[config.mk]
export PLATFORM = sky130hd
export DESIGN_NAME = imm_field_encoder
export DESIGN_NICKNAME = d
export VERILOG_FILES = /design/src/rtl/imm_field_encoder_pkg.sv /design/src/rtl/imm_fit_check.sv /design/src/rtl/imm_field_encoder.sv
export SDC_FILE = /design/constraint.sdc
export NUM_CORES = 1
export LEC_CHECK = 0
export ABC_AREA = 1
export CAP_MARGIN = 20
export CELL_PAD_IN_SITES_DETAIL_PLACEMENT = 1
export CELL_PAD_IN_SITES_GLOBAL_PLACEMENT = 2
export CORE_ASPECT_RATIO = 0.6
export CORE_MARGIN = 5
export CORE_UTILIZATION = 28
export DETAILED_ROUTE_END_ITERATION = 8
export PLACE_DENSITY_LB_ADDON = 0.12
export RECOVER_POWER = 25
export SYNTH_ARGS = -nofsm -noshare
export SYNTH_HDL_FRONTEND = slang
export SYNTH_HIERARCHICAL = 1
export SYNTH_SLANG_ARGS = --single-unit
export TNS_END_PERCENT = 30
[constraint.sdc]
create_clock -name clk_i -period 2.6 [get_ports clk_i]
set_input_delay 0.26 -clock clk_i [delete_from_list [all_inputs] [get_ports clk_i]]
set_output_delay 0.26 -clock clk_i [all_outputs]
set_load 0.02 [all_outputs]
[src/rtl/imm_field_encoder_pkg.sv]
// -----------------------------------------------------------------------------
// imm_field_encoder_pkg
// Shared definitions for the immediate field encoder and the datapath
// sign-extender: field widths, output word kinds, FSM state encodings and a
// saturating counter helper.
// -----------------------------------------------------------------------------
package imm_field_encoder_pkg;

    localparam int DATA_W = 16;  // input value width
    localparam int IMM_W  = 11;  // general immediate field width
    localparam int BR_W   = 13;  // branch field width (halfword offset)

    // Kind tag carried alongside every emitted word
    localparam logic [1:0] KIND_IMM = 2'd0;
    localparam logic [1:0] KIND_HI  = 2'd1;
    localparam logic [1:0] KIND_LO  = 2'd2;
    localparam logic [1:0] KIND_BR  = 2'd3;

    typedef enum logic [1:0] {
        ST_IDLE     = 2'd0,
        ST_EMIT_ONE = 2'd1,
        ST_EMIT_HI  = 2'd2,
        ST_EMIT_LO  = 2'd3
    } enc_state_e;

    // 8-bit increment that sticks at 0xFF instead of wrapping
    function automatic logic [7:0] sat_inc8(input logic [7:0] cnt);
        if (cnt == 8'hFF) begin
            sat_inc8 = 8'hFF;
        end else begin
            sat_inc8 = cnt + 8'd1;
        end
    endfunction

endpackage : imm_field_encoder_pkg

[src/rtl/imm_fit_check.sv]
// -----------------------------------------------------------------------------
// imm_fit_check
// Combinational fit test and first-word field formation for one value.
//   value_i     : value to encode (immediate or branch byte offset)
//   is_branch_i : 1 = branch encoding, 0 = general immediate
//   fits_o      : value is representable in the selected field
//   field_o     : first word field, zero-padded to BR_W bits
//                 (BR offset, IMM field, HI byte of a split, or 0 on BR error)
// -----------------------------------------------------------------------------
module imm_fit_check
    import imm_field_encoder_pkg::*;
(
    input  logic [DATA_W-1:0] value_i,
    input  logic              is_branch_i,
    output logic              fits_o,
    output logic [BR_W-1:0]   field_o
);

    logic imm_fits_s;
    logic br_fits_s;

    // Bits above the sign bit must all copy it for sign-extension to round-trip
    assign imm_fits_s = (&value_i[DATA_W-1:IMM_W-1]) | ~(|value_i[DATA_W-1:IMM_W-1]);
    // Branch offsets are halfword aligned and the dropped LSB must be zero
    assign br_fits_s  = ~value_i[0] &
                        ((&value_i[DATA_W-1:BR_W]) | ~(|value_i[DATA_W-1:BR_W]));

    // Select fit result and first-word field for the requested encoding
    always_comb begin
        fits_o  = 1'b0;
        field_o = {BR_W{1'b0}};
        if (is_branch_i) begin
            fits_o = br_fits_s;
            if (br_fits_s) begin
                field_o = value_i[BR_W:1];
            end else begin
                field_o = {BR_W{1'b0}};
            end
        end else begin
            fits_o = imm_fits_s;
            if (imm_fits_s) begin
                field_o = {{(BR_W-IMM_W){1'b0}}, value_i[IMM_W-1:0]};
            end else begin
                field_o = {{(BR_W-8){1'b0}}, value_i[DATA_W-1:8]};
            end
        end
    end

endmodule : imm_fit_check

[src/rtl/imm_field_encoder.sv]
// -----------------------------------------------------------------------------
// imm_field_encoder
// Packs a 16-bit value into instruction immediate fields (inverse of the
// datapath sign-extender). General immediates use the 11-bit field; a value
// that does not fit is split into a HI word then a LO word. Branch byte
// offsets use the 13-bit field, shifted right by one.
//
// Ports:
//   clk_i          clock, rising edge
//   reset_i        synchronous active-high reset
//   in_valid_i     input value offered
//   in_ready_o     encoder can accept (only in IDLE)
//   in_value_i     value to encode
//   in_is_branch_i 1 = branch encoding, 0 = general immediate
//   out_valid_o    out_field_o/out_kind_o/out_err_o valid
//   out_ready_i    consumer accepts the current word
//   out_field_o    encoded field, zero-padded
//   out_kind_o     0 = IMM, 1 = HI, 2 = LO, 3 = BR
//   out_err_o      value not encodable
// Optional (macro IMM_ENC_STATS_EN):
//   stat_clr_i     synchronous clear of the statistics counters
//   stat_split_o   saturating count of accepted split immediates
//   stat_err_o     saturating count of errored branches
// -----------------------------------------------------------------------------
module imm_field_encoder
    import imm_field_encoder_pkg::*;
(
    input  logic              clk_i,
    input  logic              reset_i,
    input  logic              in_valid_i,
    output logic              in_ready_o,
    input  logic [DATA_W-1:0] in_value_i,
    input  logic              in_is_branch_i,
    output logic              out_valid_o,
    input  logic              out_ready_i,
    output logic [BR_W-1:0]   out_field_o,
    output logic [1:0]        out_kind_o,
`ifdef IMM_ENC_STATS_EN
    input  logic              stat_clr_i,
    output logic [7:0]        stat_split_o,
    output logic [7:0]        stat_err_o,
`endif
    output logic              out_err_o
);

    enc_state_e      state_q, state_d;
    logic [7:0]      lo_byte_q, lo_byte_d;   // pending LO byte of a split
    logic            valid_q, valid_d;
    logic [BR_W-1:0] field_q, field_d;
    logic [1:0]      kind_q, kind_d;
    logic            err_q, err_d;

    logic            fits_s;
    logic [BR_W-1:0] first_field_s;
    logic            accept_s;
    logic            out_xfer_s;

    imm_fit_check u_fit (
        .value_i     (in_value_i),
        .is_branch_i (in_is_branch_i),
        .fits_o      (fits_s),
        .field_o     (first_field_s)
    );

    assign in_ready_o  = (state_q == ST_IDLE);
    assign accept_s    = in_valid_i && in_ready_o;
    assign out_xfer_s  = valid_q && out_ready_i;

    assign out_valid_o = valid_q;
    assign out_field_o = field_q;
    assign out_kind_o  = kind_q;
    assign out_err_o   = err_q;

    // Next-state and next-output logic; outputs hold unless a transfer occurs
    always_comb begin
        state_d   = state_q;
        lo_byte_d = lo_byte_q;
        valid_d   = valid_q;
        field_d   = field_q;
        kind_d    = kind_q;
        err_d     = err_q;
        case (state_q)
            ST_IDLE: begin
                if (accept_s) begin
                    lo_byte_d = in_value_i[7:0];
                    valid_d   = 1'b1;
                    field_d   = first_field_s;
                    if (in_is_branch_i) begin
                        kind_d  = KIND_BR;
                        err_d   = ~fits_s;
                        state_d = ST_EMIT_ONE;
                    end else if (fits_s) begin
                        kind_d  = KIND_IMM;
                        err_d   = 1'b0;
                        state_d = ST_EMIT_ONE;
                    end else begin
                        kind_d  = KIND_HI;
                        err_d   = 1'b0;
                        state_d = ST_EMIT_HI;
                    end
                end else begin
                    valid_d = 1'b0;
                end
            end
            ST_EMIT_ONE: begin
                if (out_xfer_s) begin
                    valid_d = 1'b0;
                    state_d = ST_IDLE;
                end else begin
                    state_d = ST_EMIT_ONE;
                end
            end
            ST_EMIT_HI: begin
                if (out_xfer_s) begin
                    field_d = {{(BR_W-8){1'b0}}, lo_byte_q};
                    kind_d  = KIND_LO;
                    err_d   = 1'b0;
                    state_d = ST_EMIT_LO;
                end else begin
                    state_d = ST_EMIT_HI;
                end
            end
            ST_EMIT_LO: begin
                if (out_xfer_s) begin
                    valid_d = 1'b0;
                    state_d = ST_IDLE;
                end else begin
                    state_d = ST_EMIT_LO;
                end
            end
            default: begin
                valid_d = 1'b0;
                state_d = ST_IDLE;
            end
        endcase
    end

    // State and registered output word; reset discards any pending LO word
    always_ff @(posedge clk_i) begin
        if (reset_i) begin
            state_q   <= ST_IDLE;
            lo_byte_q <= 8'h00;
            valid_q   <= 1'b0;
            field_q   <= {BR_W{1'b0}};
            kind_q    <= KIND_IMM;
            err_q     <= 1'b0;
        end else begin
            state_q   <= state_d;
            lo_byte_q <= lo_byte_d;
            valid_q   <= valid_d;
            field_q   <= field_d;
            kind_q    <= kind_d;
            err_q     <= err_d;
        end
    end

`ifdef IMM_ENC_STATS_EN
    logic [7:0] stat_split_q;
    logic [7:0] stat_err_q;

    // Saturating event counters sampled at input acceptance; clear wins
    always_ff @(posedge clk_i) begin
        if (reset_i || stat_clr_i) begin
            stat_split_q <= 8'h00;
            stat_err_q   <= 8'h00;
        end else begin
            if (accept_s && !in_is_branch_i && !fits_s) begin
                stat_split_q <= sat_inc8(stat_split_q);
            end else begin
                stat_split_q <= stat_split_q;
            end
            if (accept_s && in_is_branch_i && !fits_s) begin
                stat_err_q <= sat_inc8(stat_err_q);
            end else begin
                stat_err_q <= stat_err_q;
            end
        end
    end

    assign stat_split_o = stat_split_q;
    assign stat_err_o   = stat_err_q;
`endif

endmodule : imm_field_encoder

# Yosys cells after proc, flatten, opt, wreduce, memory -nomap -nowiden
# Cells that the tools add are included.
[totals]
register_bits = 27
out_inout_bits = 18
[op_classes]
muxes = 25
eq_ne = 6
bitwise_logic = 7
reduce_logical = 13
[ops]
columns = ["op", "count"]
rows = [
  ["two-way mux 13 bit", 4],
  ["case mux 13 bit (2 select lines)", 1],
  ["two-way mux 2 bit", 7],
  ["two-way mux 11 bit", 1],
  ["two-way mux 1 bit", 8],
  ["case mux 2 bit (4 select lines)", 1],
  ["AND reduction 3 bit", 2],
  ["AND reduction 6 bit", 1],
  ["OR reduction 6 bit", 1],
  ["equality test 2 bit, second input constant", 2],
  ["inequality test 2 x 1 -> 1 bit, second input constant", 2],
  ["NOT 1 bit", 4],
  ["case mux 1 bit (2 select lines)", 2],
  ["case mux 2 bit (2 select lines)", 1],
  ["AND reduction 2 bit", 2],
  ["nonzero test 2 bit", 2],
  ["OR reduction 3 bit", 1],
  ["equality test 2 x 1 -> 1 bit, second input constant", 1],
  ["logical AND 1 bit", 2],
  ["zero test 2 bit", 1],
  ["inequality test 2 bit, second input constant", 1],
  ["OR 1 bit", 2],
  ["OR reduction 2 bit", 1],
  ["AND 1 bit", 1],
]

# Logic depth before layout (Yosys ltp)
# Gate-level depths: netlist of the first run.
[logic_depth]
ltp_word = 9
depth_mapped = 12

# Modules after synthesis
# The synthesis of the first run kept the hierarchy.
[modules_own_cells]
columns = ["mod", "area_each_um2", "cells_each", "seq_area_each_um2", "instances"]
rows = [
  ["imm_field_encoder", 1241.2, 182, 540.5, 1],
  ["imm_fit_check", 431.7, 82, 0.0, 1],
]

# Worst setup path before layout of the first run
# OpenSTA, ideal clock, no wires.
[synth_path]
path_type = "input -> register"
from = "input port in_value_i[14]"
to = "register state_q[0]"
slack_ns = 1.337
required_ns = 2.491
t_arrival_ns = 1.154
setup_time_ns = 0.109
path_stages = 11
n_path_buf = 1
path_cell_list = "nand3_1 -> inv_1 -> nand2_2 -> nand2_4 -> buf_12 -> nand2_1 -> nand2_1 -> o21ai_0 -> nand3_1 -> nand2_1 -> inv_1"
[synth_between]
elab_chain_len = 9
word_cells_on_any_way = 14
classes_between = "mux (5); bitwise (5); reduce/logical (4)"
[synth_lines]
columns = ["element", "line", "text"]
rows = [
  ["from (decl)", "imm_field_encoder.sv:32", "input logic [DATA_W-1:0] in_value_i,"],
  ["OR reduction 3 bit", "imm_fit_check.sv:26", "((&value_i[DATA_W-1:BR_W]) | ~(|value_i[DATA_W-1:BR_W]));"],
  ["NOT 1 bit", "imm_fit_check.sv:26", ""],
  ["OR 1 bit", "imm_fit_check.sv:26", ""],
  ["AND 1 bit", "imm_fit_check.sv:25", "assign br_fits_s = ~value_i[0] &"],
  ["two-way mux 1 bit (*)", "imm_fit_check.sv:32", "if (is_branch_i) begin"],
  ["via fits_s", "imm_field_encoder.sv:53", "logic fits_s;"],
  ["two-way mux 2 bit (*)", "imm_field_encoder.sv:92", "end else if (fits_s) begin"],
  ["two-way mux 2 bit (*)", "imm_field_encoder.sv:88", "if (in_is_branch_i) begin"],
  ["two-way mux 2 bit (*)", "imm_field_encoder.sv:84", "if (accept_s) begin"],
  ["case mux 2 bit (4 select lines) (*)", "imm_field_encoder.sv:82", "case (state_q)"],
  ["to (signal assigned)", "imm_field_encoder.sv:148", "state_q <= state_d;"],
  ["to (decl)", "imm_field_encoder.sv:46", "enc_state_e state_q, state_d;"],
]
# The timed path passes the listed nets; every way through them passes the cells marked *. The select of a mux whose other input is x is not followed.
# A chain may end at the register's enable or synchronous reset.

# Worst setup path after layout of the first run
[layout_path]
from = "register state_q[0]"
to = "output port in_ready_o"
[layout_between]
elab_chain_len = 1
[layout_lines]
columns = ["element", "line", "text"]
rows = [
  ["zero test 2 bit", "imm_field_encoder.sv:65", "assign in_ready_o = (state_q == ST_IDLE);"],
  ["to (decl)", "imm_field_encoder.sv:31", "output logic in_ready_o,"],
]
# Every way passes these cells.

==> results by group, run 1 <==
Die
  • Width of the chip: around 110 um
  • Die area: between 7000 and 8000 um2
  • Floorplan Core Area: approximately 5700 um2
  • Site row count: 21
  • Die span in y: 69.87 um
  • Top-Level Pins: 39
  • Initial Util: between 20% and 30%

GRT
  • Wire length of the first global-routing pass: 8286 um
  • Number of antenna violations at the first check in global routing: 0
  • Global route total overflow: 0
  • Maximum number of pins on one net before global-route repair: 28
  • Vias in the first global route: 1,679
  • Global routing usage summed across all routing layers: a little over an eighth

Yosys
  • Sequential cell area fraction in the yosys report: between 30 and 40%
  • Synthesis-stage register bit count: 27
  • Synth unique cells: 22
  • Post-synthesis net count: between 200 and 300
  • Post-Syn Instances: around 260
  • Mean instance size in the synthesized netlist: 6.337 um2
  • Synth Warn #: 6
  • Cell Area, Synth: between 1500 and 2000 um2

Clock tree
  • Clock-pin slew on the worst setup and hold paths: approximately 0.10 ns
  • CTS Hold Bufs: 0
  • Worst-Skew Late Latency: about 0.28 ns
  • H-Tree Depth: 1
  • CTS Buf Count: 3
  • CTS tree: yes
  • Setup Buffers After CTS: 0
  • Quantity of gates resized following cts: 0
  • Clock Tree Root: clkbuf_8
  • Clock sink count: 27
  • Clock tree buffer depth: 2

Critical path
  • Slowest Stage Delay on Critical Path: around 0.64 ns
  • Number of cells on the worst reg-to-reg path: 6
  • Type of origin of the critical path: flip-flop
  • Count of buffering cells on the critical path with inverters included: 1
  • Crit path cell chain: nor2_4 -> clkdlybuf4s50_1
  • Endpoint class of the critical path: output port
  • Critical setup path kind: flip-flop to output port
  • CP max FO: 5
  • Beginning of the worst register-to-register path: state_q[0]
  • Reg2Reg Setup Slack: 0.84 ns
  • WP data arrival: between 1.5 and 2 ns
  • Slowest library cell on the worst path: clkdlybuf4s50_1
  • Required @ worst endpoint: 2.34 ns
  • Family of cells with the greatest summed delay on the critical path: buffers and inverters
  • Count of cell instances traversed by the critical path: 2
  • Reg-to-Reg End: out_field_o[1]

STA
  • Share of the cycle needed by the critical path after routing: between 60% and 70%
  • Clock Skew: around 0.005 ns
  • Unrepaired setup endpoints after global routing: false
  • Slew @ Worst Pin: 0.5708 ns
  • Hold violation count in the final report: 0
  • Final setup fails: 0
  • Total Negative Setup Slacks: 0 ns
  • Worst slew slack as a fraction of its limit: between 60 and 70%
  • Worst path setup slack after routing: roughly 0.8 ns
  • Max-slew violation count: 0
  • Maximum clock rate: 0.5592 GHz
  • Minimum period implied by the final worst setup slack: 1.788 ns

Power and ir drop
  • Leakage: ~1.0 nW
  • Power density normalized to cell area: roughly 510 nW/um2
  • Worst vdd ir: approximately 0.00017 V

Layout
  • Diode count: 0
  • Final core utilization: approximately 37%
  • Commonest non-fill, non-tap cells in the layout: nand2_1 (74), nor2_1 (38), inv_1 (36)
  • Most common cell after layout, fill and taps aside: nand2_1
  • Share of final-layout standard cells stronger than drive strength 1: between 10% and 20%
  • Finished Layout Cells: 378
  • Total Nets Final: 320
  • Area growth from synthesis to layout: 27.15%
  • Filler Cell Count: between 700 and 800
  • Final non-filler cell area: ~2100 um2

Routing
  • Routed via count: 1,686
  • Avg Vias per Cell: 4.460
  • Post-route DRC violation count: 0
  • M1 wire length: approximately 2600 um
  • Iter 0 DRT Violations: 93
  • Final ANT Viol Nets: 0
  • WL/cell: around 13 um
  • Routed length on met3: 206 um
  • Final wirelength: just under 5000 um
  • Detailed-router iteration count before antenna repair: 4
  • Routed length on met2: 2064 um
  • Top metal layer carrying routed signals: met4

Placement
  • Count of buffers from port buffering: 38
  • Placed cell area: 2078 um2
  • Placed cell count: 374
  • Final Wtd Congestion: a little over 0.8
  • Pre-CTS setup slack: slightly below 0.6 ns
  • Post-detailed-placement half-perimeter wirelength: about 3900 um

Min path
  • Cells on Worst Hold Path: 2
  • End of the worst hold path: out_field_o[8]
  • Source of the worst hold timing path: out_field_o[8]
  • Type of the tightest min-delay check: flip-flop to flip-flop

Job
  • Count of maximum capacitance violations: 0

Outcome
  • Run status: finished clean
-- power breakdown --
part / total, mW / leakage [nW] / internal [mW] / switching [mW]
sequential: 0.483 / 0.222 / 0.457 / 0.0261
combinational: 0.348 / 0.790 / 0.137 / 0.210
clock: 0.254 / 0.0217 / 0.109 / 0.145
total: 1.08 / 1.03 / 0.703 / 0.381
-- per-layer routing --
layer	up-vias	global-route usage [%]
li1	874	-
met1	783	19.56
met2	27	20.63
met3	2	3.039
met4	0	2.490
met5	-	0
-- cell type report --
type	count	area, um2	share of cell area [%]
Sequential cell	27	540.5	25.41
Multi-Input combinational cell	189	904.6	42.53
Clock inverter	1	7.507	0.3529
Tap cell	80	100.1	4.706
Timing Repair Buffer	38	380.4	17.88
Inverter	40	152.6	7.176
Clock buffer	3	41.29	1.941
-- worst min-delay path: stages (launching register included) --
cell and delay (ns):
dfxtp_1 0.32, nand3_1 0.07, a21oi_1 0.05
-- state kept, by name (all words and copies together) (netlist names) --
register and count:
out_field_o 13, lo_byte_q 8, out_kind_o 2, state_q 2, out_err_o 1, out_valid_o 1
-- synth_stat cells (all sizes together) --
master   n  area (um2)
o22ai    1       6.260
buf      7       71.32
inv     40       152.6
a21oi   14       70.07
dfxtp   27       540.5
clkbuf   1       3.750
nand3   29       187.7
nor2    45       201.4
nand2   87       374.1
o21ai   13       65.06
-- stage by stage --
step	hold WS (ns)	power (mW)
after global placement	0.4640	0.8476
after detailed placement	0.4763	0.8530
final	0.4843	1.084
after global routing	0.5097	1.167
after floorplan	0.4243	0.7157
after CTS	0.4924	1.119
-- cell families (layout without fill, tap and decap cells) --
| kind of cell | after synthesis | in the layout | synth area share (%) |
|---|---|---|---|
| and+or+nand+nor | 161 | 161 | 45.63 |
| buffers and inverters | 48 | 82 | 13.61 |
| DFF | 27 | 27 | 32.31 |
| AOI/OAI and AO/OA | 28 | 28 | 8.452 |
-- worst max path at each step --
stage | from | end | slack [ns]
2_1_floorplan | in_value_i[14] | state_q[0] | 1.34
3_3_place_gp | in_value_i[13] | out_err_o | 0.59
3_5_place_dp | in_value_i[13] | out_err_o | 0.58
4_1_cts | state_q[0] | in_ready_o | 0.78
5_1_grt | state_q[0] | out_field_o[3] | 0.64
6_report | state_q[0] | in_ready_o | 0.81
No activity file was read; power rests on OpenSTA's default activity.
==> inputs of run 2 (changes only) <==
--- a/config.mk
+++ b/config.mk
@@ -11,7 +11,7 @@
 export CELL_PAD_IN_SITES_GLOBAL_PLACEMENT = 2
 export CORE_ASPECT_RATIO = 0.6
 export CORE_MARGIN = 5
-export CORE_UTILIZATION = 28
+export CORE_UTILIZATION = 26
 export DETAILED_ROUTE_END_ITERATION = 8
 export PLACE_DENSITY_LB_ADDON = 0.12
 export RECOVER_POWER = 25
==> constraint.sdc (replaced) <==
create_clock -name clk_i -period 1.8 [get_ports clk_i]
set_input_delay 0.18 -clock clk_i [delete_from_list [all_inputs] [get_ports clk_i]]
set_output_delay 0.18 -clock clk_i [all_outputs]
set_load 0.02 [all_outputs]
==> results by group, run 2 (synthesized netlist as in run 1, its figures left out) <==
STA
  • Total Negative Setup Slacks: 0 ns (unchanged)
  • Share of the cycle needed by the critical path after routing: 94.55%
  • Max-slew violation count: 0 (unchanged)
  • Minimum period implied by the final worst setup slack: 1.702 ns
  • Unrepaired setup endpoints after global routing: false
  • Worst path setup slack after routing: 0.09815 ns (-0.7134 ns)
  • Worst slew slack as a fraction of its limit: 70.50% (+8.6 points)
  • Final setup fails: 0 (unchanged)
  • Slew @ Worst Pin: 0.4425 ns (-0.1284 ns)
  • Clock Skew: 0.003316 ns (-0.001707 ns)
  • Minimum hold slack: 0.4883 ns (+0.003994 ns)
  • Hold violation count in the final report: 0 (unchanged)
  • Maximum clock rate: between 0.5 and 0.6 GHz

Clock tree
  • Worst-Skew Late Latency: 0.27 ns (about the same)
  • H-Tree Depth: 1 (unchanged)
  • CTS Buf Count: 3 (unchanged)
  • Clock Tree Root: clkbuf_8
  • CTS Hold Bufs: 0 (unchanged)
  • Clock tree buffer depth: 2 (unchanged)
  • Clock-pin slew on the worst setup and hold paths: 0.10 ns (about the same)
  • Quantity of gates resized following cts: 0 (unchanged)
  • Setup Buffers After CTS: 0 (unchanged)
  • CTS tree: yes
  • Clock sink count: 27 (unchanged)

Layout
  • Share of final-layout standard cells stronger than drive strength 1: 14.56% (+2.8 points)
  • Area growth from synthesis to layout: 31.86%
  • Most common cell after layout, fill and taps aside: nand2_1
  • Commonest non-fill, non-tap cells in the layout: nand2_1 (75), nor2_1 (38), clkdlybuf4s50_1 (36)
  • Finished Layout Cells: 393 (+4.0%)
  • Number of flip-flops under the largest register name: 13 (unchanged)
  • Total Nets Final: 331 (+3.4%)
  • Final non-filler cell area: 2206 um2 (+3.7%)
  • Final core utilization: 35.78% (-1.7 points)
  • Diode count: 0 (unchanged)

Routing
  • Final wirelength: 5051 um (+3.3%)
  • Detailed-router iteration count before antenna repair: 4 (unchanged)
  • Avg Vias per Cell: 4.351 (-2.4%)
  • WL/cell: 12.85 um (-0.63%)
  • Post-route DRC violation count: 0 (unchanged)
  • Final ANT Viol Nets: 0 (unchanged)
  • Iter 0 DRT Violations: 71 (-24%)
  • Routed via count: 1,710 (+1.4%)

Placement
  • Count of buffers from port buffering: 38 (unchanged)
  • Post-detailed-placement half-perimeter wirelength: 4009 um (+3.5%)
  • Placed cell area: 2166 um2 (+4.2%)
  • Final Wtd Congestion: 0.8304 (about the same)
  • Placed cell count: 389 (+4.0%)
  • Pre-CTS setup slack: 0.02272 ns (-0.5604 ns)

Die
  • Floorplan Core Area: 6166 um2 (+8.6%)
  • Site row count: 22 (+4.8%)
  • Die span in y: 72.13 um (+3.2%)
  • Width of the chip: 113.6 um (+3.4%)
  • Initial Util: 27.13% (-2.3 points)
  • Top-Level Pins: 39 (unchanged)
  • Die area: 8191 um2 (+6.8%)

Critical path
  • Slowest library cell on the worst path: clkdlybuf4s50_1
  • CP max FO: 5 (unchanged)
  • Type of origin of the critical path: flip-flop
  • Slowest Stage Delay on Critical Path: 0.64 ns (about the same)
  • WP data arrival: 1.52 ns (about the same)
  • Endpoint class of the critical path: output port
  • Reg2Reg Setup Slack: 0.28 ns (-0.56 ns)
  • Crit path cell chain: nor2_4 -> clkdlybuf4s50_1
  • Critical setup path kind: flip-flop to output port
  • Required @ worst endpoint: 1.62 ns (-0.72 ns)

Power and ir drop
  • Power density normalized to cell area: 713.6 nW/um2 (+40%)
  • Final total power: 1.574 mW (+45%)
  • Leakage: 1.062 nW (+2.7%)
  • Worst vdd ir: 0.0002808 V (+67%)

GRT
  • Wire length of the first global-routing pass: 8362 um (+0.92%)
  • Global route total overflow: 0 (unchanged)
  • Maximum number of pins on one net before global-route repair: 20 (-29%)
  • Number of antenna violations at the first check in global routing: 0 (unchanged)
  • Vias in the first global route: 1,681 (+0.12%)
  • Global routing usage summed across all routing layers: 12.87% (-0.69 points)

Job
  • Count of maximum capacitance violations: 0 (unchanged)

Outcome
  • Run status: finished clean

Min path
  • Type of the tightest min-delay check: flip-flop to flip-flop
run 2: report_power, final:
group	internal, mW	switching (mW)	total (mW)
Clock	0.159	0.196	0.355
Sequential	0.660	0.0368	0.696
Combinational	0.216	0.307	0.522
Total	1.03	0.540	1.57
run 2: cell type report:
class | instances | area (um2)
timing repair buffer | 49 | 460.4
sequential | 27 | 540.5
multi-input combinational | 189 | 902.1
inverter | 40 | 152.6
fill | 820 | 3960
tap | 84 | 105.1
clock buffer | 4 | 45.04
run 2: path summary, 6_finish.rpt:
path,startpoint,end,cells after the start
max,state_q[0],in_ready_o,2
max reg2reg,state_q[0],out_kind_o[1],6
min,out_valid_o,out_valid_o,2
min reg2reg,out_valid_o,out_valid_o,2
run 2: worst max-delay path, delay by kind of cell, from the launching register on:
| kind | cells | cell delay [ns] |
|---|---|---|
| buffers and inverters | 1 | 0.64 |
| flip-flops | 1 | 0.40 |
| AND/OR/NAND/NOR | 1 | 0.21 |
run 2: layer usage:
metal	up-vias	GRT usage (%)	share of wire [%]
met3	2	3.000	5.0
met4	0	2.000	0.51
met2	30	19.05	39
met5	-	0	0
li1	899	-	-
met1	779	19.22	55
